## config.mk

```make
export PLATFORM = sky130hd
export DESIGN_NAME = pc_unit
export DESIGN_NICKNAME = d
export VERILOG_FILES = /design/src/rtl/pc_unit_pkg.sv /design/src/rtl/pc_ras.sv /design/src/rtl/pc_unit.sv
export SDC_FILE = /design/constraint.sdc
export NUM_CORES = 1
export LEC_CHECK = 0
export BUFFER_PORTS_ARGS = -buffer_cell sky130_fd_sc_hd__buf_4
export CAP_MARGIN = 15
export CORE_AREA = 2 2 86 71
export DETAILED_ROUTE_END_ITERATION = 16
export DIE_AREA = 0 0 88 73
export PLACE_DENSITY = 0.83
export SETUP_SLACK_MARGIN = 0.5
export SLEW_MARGIN = 40
export SYNTH_ARGS = -nofsm -noshare
export SYNTH_HDL_FRONTEND = slang
export SYNTH_HIERARCHICAL = 1
export SYNTH_SLANG_ARGS = --single-unit
```

## constraint.sdc

```tcl
create_clock -name clk -period 4.2 [get_ports clk]
set_input_delay 0.63 -clock clk [delete_from_list [all_inputs] [get_ports clk]]
set_output_delay 0.63 -clock clk [all_outputs]
set_load 0.01 [all_outputs]
```

## src/rtl/pc_unit_pkg.sv

```systemverilog
// Shared types for the program-counter unit: redirect-source encodings
// and next-PC source selection. Default `PC_WIDTH is 32 when not supplied.
`ifndef PC_WIDTH
`define PC_WIDTH 32
`endif

package pc_unit_pkg;

    typedef enum logic [2:0] {
        SRC_HOLD = 3'd0,
        SRC_SEQ  = 3'd1,
        SRC_JMP  = 3'd2,
        SRC_BR   = 3'd3,
        SRC_TRAP = 3'd4
    } pc_src_e;

    // Fixed priority: trap > branch > jump > hold > sequential
    function automatic pc_src_e pick_src(
        input logic trap,
        input logic br,
        input logic jmp,
        input logic stall,
        input logic ready,
        input logic valid
    );
        if (trap)
            return SRC_TRAP;
        else if (br)
            return SRC_BR;
        else if (jmp)
            return SRC_JMP;
        else if (stall || !ready || !valid)
            return SRC_HOLD;
        else
            return SRC_SEQ;
    endfunction

    function automatic logic is_redirect(input pc_src_e src);
        return (src == SRC_TRAP) || (src == SRC_BR) || (src == SRC_JMP);
    endfunction

endpackage

```

## src/rtl/pc_ras.sv

```systemverilog
// Circular return-address stack; a push when full overwrites the oldest
// entry, and push+pop together replaces the top.
module pc_ras
    import pc_unit_pkg::*;
#(
    parameter int DEPTH = 4,
    parameter int W     = 32
) (
    input  logic         clk,
    input  logic         rst,
    input  logic         push,
    input  logic         pop,
    input  logic [W-1:0] push_data,
    output logic [W-1:0] top,
    output logic         empty
);

    localparam int PTR_W = $clog2(DEPTH);
    localparam int CNT_W = $clog2(DEPTH + 1);

    logic [W-1:0]     mem_q [DEPTH];
    logic [PTR_W-1:0] ptr_q, ptr_d;
    logic [CNT_W-1:0] cnt_q, cnt_d;
    logic [PTR_W-1:0] waddr;
    logic             we;
    logic             pop_ok;

    assign empty  = (cnt_q == '0);
    assign pop_ok = pop && !empty;
    assign top    = mem_q[ptr_q - PTR_W'(1)];

    always_comb begin
        ptr_d = ptr_q;
        cnt_d = cnt_q;
        we    = 1'b0;
        waddr = ptr_q;
        if (push && pop_ok) begin
            we    = 1'b1;
            waddr = ptr_q - PTR_W'(1);
        end else if (push) begin
            we    = 1'b1;
            ptr_d = ptr_q + PTR_W'(1);
            if (cnt_q != CNT_W'(DEPTH))
                cnt_d = cnt_q + CNT_W'(1);
        end else if (pop_ok) begin
            ptr_d = ptr_q - PTR_W'(1);
            cnt_d = cnt_q - CNT_W'(1);
        end
    end

    always_ff @(posedge clk) begin
        if (rst) begin
            ptr_q <= '0;
            cnt_q <= '0;
        end else begin
            ptr_q <= ptr_d;
            cnt_q <= cnt_d;
        end
    end

    // Entries need no reset: they are unreadable until pushed
    always_ff @(posedge clk) begin
        if (we && !rst)
            mem_q[waddr] <= push_data;
    end

endmodule

```

## src/rtl/pc_unit.sv

```systemverilog
// Fetch program-counter generator with trap/branch/jump redirects and
// registered flush. Optional return-address stack under PC_RAS_EN.
module pc_unit
    import pc_unit_pkg::*;
#(
    parameter int                  PC_WIDTH  = `PC_WIDTH,
    parameter int                  PC_STEP   = 1,
    parameter logic [PC_WIDTH-1:0] RESET_VEC = '0,
    parameter int                  RAS_DEPTH = 4
) (
    input  logic                clk,
    input  logic                rst,
    input  logic                stall,
    input  logic                fetch_ready,
    input  logic                trap_req,
    input  logic [PC_WIDTH-1:0] trap_vec,
    input  logic                br_taken,
    input  logic [PC_WIDTH-1:0] br_target,
    input  logic                jmp_req,
    input  logic [PC_WIDTH-1:0] jmp_target,
    input  logic                call_req,
    input  logic                ret_req,
    output logic [PC_WIDTH-1:0] pc,
    output logic                pc_valid,
    output logic                flush
);

    localparam logic [PC_WIDTH-1:0] STEP = PC_WIDTH'(PC_STEP);

    if (RAS_DEPTH < 2 || (RAS_DEPTH & (RAS_DEPTH - 1)) != 0) begin : g_bad_depth
        $error("RAS_DEPTH must be a power of two >= 2");
    end

    logic [PC_WIDTH-1:0] pc_q, pc_d;
    logic                valid_q;
    logic                flush_q, flush_d;
    logic [PC_WIDTH-1:0] seq_pc;
    logic [PC_WIDTH-1:0] jmp_dst;
    pc_src_e             src;

    assign seq_pc = pc_q + STEP;
    assign src    = pick_src(trap_req, br_taken, jmp_req,
                             stall, fetch_ready, valid_q);

`ifdef PC_RAS_EN
    logic                jmp_wins;
    logic [PC_WIDTH-1:0] ras_top;
    logic                ras_empty;

    assign jmp_wins = jmp_req && !br_taken && !trap_req;

    pc_ras #(
        .DEPTH(RAS_DEPTH),
        .W    (PC_WIDTH)
    ) u_ras (
        .clk      (clk),
        .rst      (rst),
        .push     (jmp_wins && call_req),
        .pop      (jmp_wins && ret_req),
        .push_data(seq_pc),
        .top      (ras_top),
        .empty    (ras_empty)
    );

    assign jmp_dst = (ret_req && !ras_empty) ? ras_top : jmp_target;
`else
    logic unused_ras_reqs;
    assign unused_ras_reqs = call_req ^ ret_req;
    assign jmp_dst         = jmp_target;
`endif

    always_comb begin
        pc_d    = pc_q;
        flush_d = is_redirect(src);
        unique case (src)
            SRC_TRAP: pc_d = trap_vec;
            SRC_BR:   pc_d = br_target;
            SRC_JMP:  pc_d = jmp_dst;
            SRC_SEQ:  pc_d = seq_pc;
            default:  pc_d = pc_q;
        endcase
    end

    always_ff @(posedge clk) begin
        if (rst) begin
            pc_q    <= RESET_VEC;
            valid_q <= 1'b0;
            flush_q <= 1'b0;
        end else begin
            pc_q    <= pc_d;
            valid_q <= 1'b1;
            flush_q <= flush_d;
        end
    end

    assign pc       = pc_q;
    assign pc_valid = valid_q;
    assign flush    = flush_q;

endmodule
```

==> results.yml <==
route:
  wire_per_inst_um: 17.54
  vias: 3420
  drt_first_pass_iters: 5
  totalWireLength_mm: 9.790
  vias_per_cell: 6.129
  drc_errors: 0
  final_antenna_net_count: 0
  drtIter0Drc: 249
placement:
  place_hpwl_mm: 6.880
  portBuffers: 136
  placed_area_um2: 3739
  dp.cells: 551
  routabilityCongestion: 0.8300
power_and_ir_drop:
  combinationalPowerShare_pct: 27.8
  total_power_w: 0.0009764
  pwr-share-seq_pct: 40.0
  cellLeakagePower_nw: 1.600
  p_switching_w: 0.0002897
  intPower_w: 0.0006868
  powerDensity_nw_per_um2: 253.5
  clockPowerShare_pct: 32.3
  vdd_drop_max_mv: 0.1228
  p_sw_share_pct: 29.67
timing:
  finClkSkew_ns: 0.005613
  slew_violations: 0
  setup_violations: 0
  hold_viol: 0
  setup_tns_ns: 0
  final.min_clock_period_ns: 2.243
  clock.fmax_mhz: 445.9
  rsz0062_at_grt: "no"
  maxSlewHeadroom_pct: 50.43
  worst_slew_pin_slew_ns: 0.7402
  finalCritPeriodShare_pct: 53.40
yosys:
  synth.distinct_cells: 54
  ys_top_cells_by_area: "dfxtp_1 (25%), a21oi_1 (5.7%), o21ai_0 (5.2%), nor3_1 (4.8%), a22oi_1 (3.9%)"
  synth_nets: 465
  synth-main-ff-cell: "dfxtp_1"
  yosys.area.top_type: "dfxtp_1"
  synthArstFlopShare_pct: 0
  yosysWarnings: 6
  synth_area_um2: 2705
  yosysSeqAreaShare_pct: 25.16
  ys_seq_elements: 34
  synth_edf_count: 0
  avgSynthCellArea_um2: 7.535
  synth_top_area_share_pct: 25.16
  netlist_instances: 359
cells_and_area:
  antenna_cells: 0
  layoutNonFillerInstCount: 558
  filler_cell_count: 488
  utilization_pct: 68.02
  stdcell_area_um2: 3851
  fin_nets: 583
  area_growth_pct: 42.37
  drive_above_1_share_pct: 34.17
global_routing:
  grt_pass1_wl_mm: 15.41
  grt_pass1_vias: 3182
  grt_start_max_net_pins: 52
  groute.usage.overall_pct: 30.56
  antenna_found_initial: 0
  overflow: 0
critical_path:
  rr_worst_depth: 6
  arrival_ns: 2.47
  crit_required_ns: 4.43
  setup.worst_path.start_class: "input port"
  crit_path_end_kind: "flip-flop"
  r2r-start: "pc_valid"
  reg2reg_slack_ns: 2.13
  cp_max_fo: 10
  path_class: "in -> reg"
  worstReg2RegEnd: "pc[31]"
floorplanning:
  initial_core_util_pct: 47.78
  num_rows: 25
  die_area_um2: 6424
  core_um2: 5662
  pin_count: 139
  die_width_um: 88
  fp.dieH_um: 73
clocking:
  post_cts_resized: 0
  tritoncts: "built"
  hold_buffers: 0
  root_buffer: "clkbuf_8"
  clk_latency_ns: 0.29
  htreeDepth: 2
  cts.sinks: 34
  cts.clk_slew.worst_paths_ns: 0.07
  clock_path_buffers: 2
  numCtsBuffers: 5
  cts_setup_buffers: 0
min_path:
  hold_path_depth: 2
  hold_start: "pc[9]"
  hold_class: "reg -> reg"
  min_to: "pc[9]"
run_status:
  outcome: "complete, no violations"
run:
  maxCapViolCount: 0
cell usage after synthesis (6+ instances only):
library cell and count:
o31ai_1 6, buf_2 17, nor3_1 26, xnor2_1 9, a21oi_1 31, and3_1 7, a22oi_1 14, o221ai_1 8
dfxtp_1 34, nand4_1 9, nand3_1 13, nor2_1 21, o21ai_1 17, nand2_1 8, clkbuf_1 9, nor2b_1 13
o21ai_0 28, inv_1 10, nand2b_1 7, a211oi_1 6
cell usage in the layout, fill, tap and decap left out, types with 7 or more instances in the layout:
cell,netlist,routed
a21oi_1,31,30
a22oi_1,14,14
and3_1,7,7
buf_4,0,137
dfxtp_1,34,34
inv_1,10,8
nand2_1,8,7
nand2b_1,7,7
nand3_1,13,13
nand4_1,9,9
nor2_1,21,21
nor2b_1,13,12
nor3_1,26,26
o21ai_0,28,28
o21ai_1,17,17
o221ai_1,8,8
xnor2_1,9,9
metrics by stage:
step           hold slack (ns)  setup slack [ns]
5_1_grt                 0.5314             1.790
3_3_place_gp            0.4845             1.362
4_1_cts                 0.5139             1.986
3_5_place_dp            0.4979             1.682
2_1_floorplan           0.5053             2.370
6_report                0.5241             1.957
sequential cells by signal (all words and copies together), names as in the netlist:
name      count
pc           32
flush         1
pc_valid      1
worst max-delay path, stage by stage:
cell       delay [ns]
buf_4            0.11
nand3b_1         0.38
nor4_4           0.54
buf_6            0.24
nand2_1          0.20
o21bai_1         0.24
a2bb2oi_2        0.13
how the worst max path moves through the flow:
stage                     startpoint      to  slack, ns
final                          stall  pc[31]       1.96
after global routing        br_taken  pc[21]       1.79
after CTS                   br_taken  pc[21]       1.99
after detailed placement    br_taken  pc[21]       1.68
after global placement      trap_req  pc[18]       1.36
after floorplan                stall  pc[18]       2.37
cells by family (layout without fill, tap and decap cells):
logic type      count (synthesis)  after routing  share of synthesized area, %
fa+ha+maj                       1              1                        0.4625
simple gates                  126            126                         28.40
compound gates                147            147                         35.52
buf+inv                        37            155                         5.920
xor+xnor                       14             14                         4.533
flops                          34             34                         25.16
layout make-up:
class	count	area (um2)	area share, %
Clock buffer	6	82.58	2.144
Clock inverter	1	30.03	0.7797
Inverter	10	37.54	0.9747
Multi-Input combinational cell	288	1879	48.80
Sequential cell	34	680.7	17.67
Tap cell	81	101.3	2.632
Timing Repair Buffer	138	1040	27.00
power by group through the flow:
stage | combinational, W | clock, W | sequential, W
detailed placement | 0.000268 | 0 | 0.000395
floorplan | 0.000119 | 0 | 0.000399
finish | 0.000271 | 0.000315 | 0.000390
global route | 0.000296 | 0.000328 | 0.000394
CTS | 0.000270 | 0.000317 | 0.000388
global placement | 0.000263 | 0 | 0.000394
layer usage:
layer  track usage, %  vias up  wire (um)
met5                0        -          0
met4            9.744        0        172
met3            7.579       22        978
met2            48.65      199       4583
met1            40.73     1584       4056
li1                 -     1615          -
Power figures use the tool's default switching activity.
